[src/rtl/npc_btb_unit.sv]
// F-stage next-PC generator: architectural PC plus a direct-mapped BTB with 2-bit counters.
// Lookup is combinational on pc; resolution, redirects and BTB writes take effect on the clock edge.
module npc_btb_unit #(
    parameter int               WIDTH     = 32,
    parameter int               BTB_DEPTH = 16,
    parameter logic [WIDTH-1:0] RESET_PC  = 32'h0000_3000,
    parameter logic [WIDTH-1:0] EXC_PC    = 32'h0000_4180
) (
    input  logic             clk,
    input  logic             reset,
    input  logic             stall,
    output logic [WIDTH-1:0] pc,
    output logic             pred_taken,
    output logic [WIDTH-1:0] pred_target,
    input  logic             res_valid,
    input  logic [WIDTH-1:0] res_pc,
    input  logic             res_is_cf,
    input  logic             res_is_uncond,
    input  logic             res_taken,
    input  logic [WIDTH-1:0] res_target,
    input  logic             res_pred_taken,
    input  logic [WIDTH-1:0] res_pred_target,
    input  logic             exc_req,
    input  logic             eret_req,
    input  logic [WIDTH-1:0] epc,
    output logic             flush,
    output logic [15:0]      mispred_cnt
);
    localparam int IDXW = $clog2(BTB_DEPTH);
    localparam int TAGW = WIDTH - IDXW - 2;

    logic [WIDTH-1:0] r_pc;
    logic [15:0]      r_cnt;
    logic             r_valid  [BTB_DEPTH];
    logic [TAGW-1:0]  r_tag    [BTB_DEPTH];
    logic [WIDTH-1:0] r_target [BTB_DEPTH];
    logic [1:0]       r_ctr    [BTB_DEPTH];

    logic [IDXW-1:0]  w_idx;
    logic [TAGW-1:0]  w_tag;
    logic             w_hit;
    logic [WIDTH-1:0] w_pc4;
    logic [IDXW-1:0]  w_ridx;
    logic [TAGW-1:0]  w_rtag;
    logic             w_rhit;
    logic [WIDTH-1:0] w_res_tgt;
    logic [WIDTH-1:0] w_epc;
    logic [WIDTH-1:0] w_res_pc4;
    logic [WIDTH-1:0] w_fix_pc;
    logic             w_cf_wrong;
    logic             w_mp;
    logic [WIDTH-1:0] w_next_pc;
    logic             w_unused;

    assign w_unused = &{1'b0, res_target[1:0], epc[1:0]};

    assign w_idx       = r_pc[IDXW+1:2];
    assign w_tag       = r_pc[WIDTH-1:IDXW+2];
    assign w_hit       = r_valid[w_idx] && (r_tag[w_idx] == w_tag);
    assign w_pc4       = r_pc + WIDTH'(4);
    assign pred_taken  = w_hit && r_ctr[w_idx][1];
    assign pred_target = pred_taken ? r_target[w_idx] : w_pc4;

    assign w_ridx    = res_pc[IDXW+1:2];
    assign w_rtag    = res_pc[WIDTH-1:IDXW+2];
    assign w_rhit    = r_valid[w_ridx] && (r_tag[w_ridx] == w_rtag);
    assign w_res_tgt = {res_target[WIDTH-1:2], 2'b00};
    assign w_epc     = {epc[WIDTH-1:2], 2'b00};
    assign w_res_pc4 = res_pc + WIDTH'(4);

    // A non-branch that was predicted taken came from an aliased entry: fall through.
    assign w_cf_wrong = (res_taken != res_pred_taken) ||
                        (res_taken && (w_res_tgt != res_pred_target));
    assign w_mp       = res_valid && (res_is_cf ? w_cf_wrong : res_pred_taken);
    assign w_fix_pc   = (res_is_cf && res_taken) ? w_res_tgt : w_res_pc4;

    assign flush       = w_mp;
    assign pc          = r_pc;
    assign mispred_cnt = r_cnt;

    always_comb begin
        w_next_pc = pred_target;
        if (exc_req)       w_next_pc = EXC_PC;
        else if (eret_req) w_next_pc = w_epc;
        else if (w_mp)     w_next_pc = w_fix_pc;
        else if (stall)    w_next_pc = r_pc;
    end

    always_ff @(posedge clk or posedge reset) begin
        if (reset) begin
            r_pc  <= RESET_PC;
            r_cnt <= 16'h0000;
        end else begin
            r_pc <= w_next_pc;
            if (w_mp && (r_cnt != 16'hFFFF)) r_cnt <= r_cnt + 16'h0001;
        end
    end

    always_ff @(posedge clk or posedge reset) begin
        if (reset) begin
            for (int i = 0; i < BTB_DEPTH; i++) begin
                r_valid[i]  <= 1'b0;
                r_tag[i]    <= '0;
                r_target[i] <= '0;
                r_ctr[i]    <= 2'b00;
            end
        end else if (res_valid) begin
            if (res_is_cf) begin
                if (w_rhit) begin
                    if (res_is_uncond)
                        r_ctr[w_ridx] <= 2'b11;
                    else if (res_taken)
                        r_ctr[w_ridx] <= (r_ctr[w_ridx] == 2'b11) ? 2'b11 : r_ctr[w_ridx] + 2'b01;
                    else
                        r_ctr[w_ridx] <= (r_ctr[w_ridx] == 2'b00) ? 2'b00 : r_ctr[w_ridx] - 2'b01;
                    if (res_taken) r_target[w_ridx] <= w_res_tgt;
                end else if (res_taken) begin
                    r_valid[w_ridx]  <= 1'b1;
                    r_tag[w_ridx]    <= w_rtag;
                    r_target[w_ridx] <= w_res_tgt;
                    r_ctr[w_ridx]    <= res_is_uncond ? 2'b11 : 2'b10;
                end
            end else if (w_rhit) begin
                r_valid[w_ridx] <= 1'b0;
            end
        end
    end
endmodule

[config.mk]
export PLATFORM = sky130hd
export DESIGN_NAME = npc_btb_unit
export DESIGN_NICKNAME = d
export VERILOG_FILES = /design/src/rtl/npc_btb_unit.sv
export SDC_FILE = /design/constraint.sdc
export NUM_CORES = 2
export LEC_CHECK = 0
export ABC_AREA = 0
export CAP_MARGIN = 5
export CORE_ASPECT_RATIO = 0.5
export CORE_MARGIN = 3
export CORE_UTILIZATION = 62
export DETAILED_ROUTE_END_ITERATION = 6
export PLACE_DENSITY = 0.84
export SYNTH_ARGS = -nofsm -noshare
export SYNTH_HDL_FRONTEND = slang
export SYNTH_SLANG_ARGS = --single-unit
[constraint.sdc]
create_clock -name clk -period 45 [get_ports clk]
set_input_delay 11.25 -clock clk [delete_from_list [all_inputs] [get_ports clk]]
set_output_delay 11.25 -clock clk [all_outputs]
set_load 0.02 [all_outputs]
==> reports/metrics.yaml <==
yosysMostFrequentCell: "dfrtp_1"
dpl.hpwl_mm: 104
power_density_nw_per_um2: 40.8
slew_headroom_pct: 21.9
yosysSeqAreaShare_pct: 46.8
skew_ns: 0.0216
start_util_pct: 62.9
setup-violations-final: 0
hold_viol: 0
synthToLayoutAreaGrowth_pct: 10.8
drive_gt1_share_pct: 40.5
synth_top_cells_by_area: "dfrtp_1 (47%), mux2_2 (19%), mux4_2 (14%), mux2i_1 (2.2%), clkbuf_1 (1.4%)"
crit_path_max_fanout: 26
drt_iter0_markers: 5082
fin_crit_ns: 26.22
synth-seq-cells: 992
fillers: 5562
syn-cell-area_um2: 53000
clock_latency_ns: 0.71
final_area_um2: 58700
ys_warn_count: 0
avgViaCountPerCell: 7.23
grt_setup_unrepaired: "false"
die_width_um: 420
synth_top_area_share_pct: 46.7
multi_input_area_um2: 26200
leakage_nw: 25.8
hold_end: "mispred_cnt[15]"
h-tree-depth: 3
rows: 75
place_congestion: 0.982
fin_nets: 4006
fin_crit_sh_pct: 58.3
io_pins: 220
wl_per_cell_um: 33.0
worstHoldPathCells: 1
clkSlewWorstSetupHoldPaths_ns: 0.07
cts_buffers: 87
cts.sinks: 992
drv_slew: 0
grt_max_degree: 133
final_core_util_pct: 69.7
drt-total-wl_mm: 167
maxCapViolations: 0
antenna_found_initial: 9
cts_setup_buffers: 0
register_area_um2: 24800
dr.pass1.iters: 7
core_area_um2: 84300
cts_resized: 0
cts_hold_buf: 0
cts_buffer_depth: 3
max_freq_ghz: 0.0381
startpoint_type: "primary input"
place_area_um2: 55700
ys.flop_type: "dfrtp_1"
die_area_um2: 89300
status: "finished, final reports clean"
syn_area_per_cell_um2: 13.9
setup_tns_ns: 0
crit_path_end_kind: "output port"
reg2reg_depth: 10
yosys-top-cells-count: "dfrtp_1 (990), mux2_2 (903), mux4_2 (329)"
grt_usage_pct: 37.6
hp-start: "mispred_cnt[15]"
ys_types: 86
syn_nets: 3961
cts_tree: "done"
hold_path_class: "flop to flop"
r2r-end: "pc[25]"
max-vdd-ir-drop_v: 0.0000278
netlist_instances: 3817
cp.arrival_ns: 14.97
criticalPathCategory: "primary input to output port"
port_buffers: 215
tightest_slew_ns: 1.17
die_h_um: 213
drtAntennaViolNets: 0
grt_pass1_wl_mm: 246
cts-root-buf: "clkbuf_16"
required_ns: 33.75
grt_pass1_vias: 37100
synth_edf_count: 0
synthArstFlopShare_pct: 100
r2r_start: "pc[3]"
synth.largest_area_cell: "dfrtp_1"
vias: 36600
ff2ff_setup_slack_ns: 38.92
grt-ovfl-total: 0
drcViolationCount: 0
-- flip-flops by register name, summed over array words and instances (netlist names), named ones only --
name / cells
r_target: 480
r_tag: 416
pc: 32
mispred_cnt: 16
r_ctr: 32
-- cell usage in the layout, fill, tap and decap left out, drive strengths merged, types with 22 or more instances in the layout --
master	n
nand3	58
mux4	337
clkbuf	125
dfrtp	990
a211oi	28
nand2	100
nor3	28
clkinv	27
a21oi	39
o22ai	30
xnor2	75
a21o	22
inv	59
a22oi	32
clkdlybuf4s50	213
nor4	27
xor2	55
o21ai	41
mux2i	115
mux2	941
nand4	49
nor2	135
buf	122
-- critical path, cell delays in order --
cell	delay [ns]
clkdlybuf4s50_1	0.98
xor2_1	0.39
nor4_1	0.32
nand4_1	0.15
nor4_1	0.99
nor2_2	0.03
buf_4	0.27
clkdlybuf4s50_1	0.57
-- power breakdown --
group	internal [W]	switching (W)	total (W)
Sequential	0.00101	0.0000942	0.00111
Clock	0.000440	0.000359	0.000800
Combinational	0.000252	0.000239	0.000491
-- cell families after synthesis --
group	synth area share, %
AOI/OAI and AO/OA	5.17
buffers and inverters	4.10
adders and majority gates	0.142
DFF	46.8
and+or+nand+nor	4.87
muxes	36.7
xor gates and xnor gates	2.15
-- cell type report --
type | instances | area share (%)
inverter | 57 | 0.377
timing repair buffer | 335 | 5.23
antenna | 10 | 0.0426
multi-input combinational | 2389 | 44.6
clock inverter | 38 | 0.752
sequential | 992 | 42.3
tap | 1116 | 2.38
clock buffer | 125 | 4.36
-- layer usage --
| metal | vias up | wire length, µm | share of wire (%) | GRT usage, % |
|---|---|---|---|---|
| met5 | - | 127 | 0.076 | 0.847 |
| met3 | 565 | 18500 | 11 | 11.3 |
| li1 | 14500 | - | - | - |
| met1 | 19300 | 63300 | 38 | 50.5 |
| met4 | 4 | 9810 | 5.9 | 19.3 |
| met2 | 2281 | 75400 | 45 | 56.2 |
-- how the worst max path moves through the flow --
stage,from,to,slack [ns],cells after the start
after floorplan,reset,async pin,5.84,1
after global placement,res_target[19],flush,19.03,8
after detailed placement,res_target[4],flush,18.95,8
after CTS,res_target[19],flush,18.93,8
after global routing,res_target[19],flush,18.60,8
final,res_target[19],flush,18.78,8
-- per-stage QoR --
stage	power (W)	hold WS [ns]	instances	setup slack [ns]
after floorplan	0.00143	0.466	3817	5.84
after global placement	0.00157	0.480	4889	19.03
after detailed placement	0.00160	0.484	4889	18.95
after CTS	0.00239	0.497	5052	18.93
after global routing	0.00247	0.508	5059	18.60
final	0.00240	0.497	5062	18.78
Power figures use the tool's default switching activity.
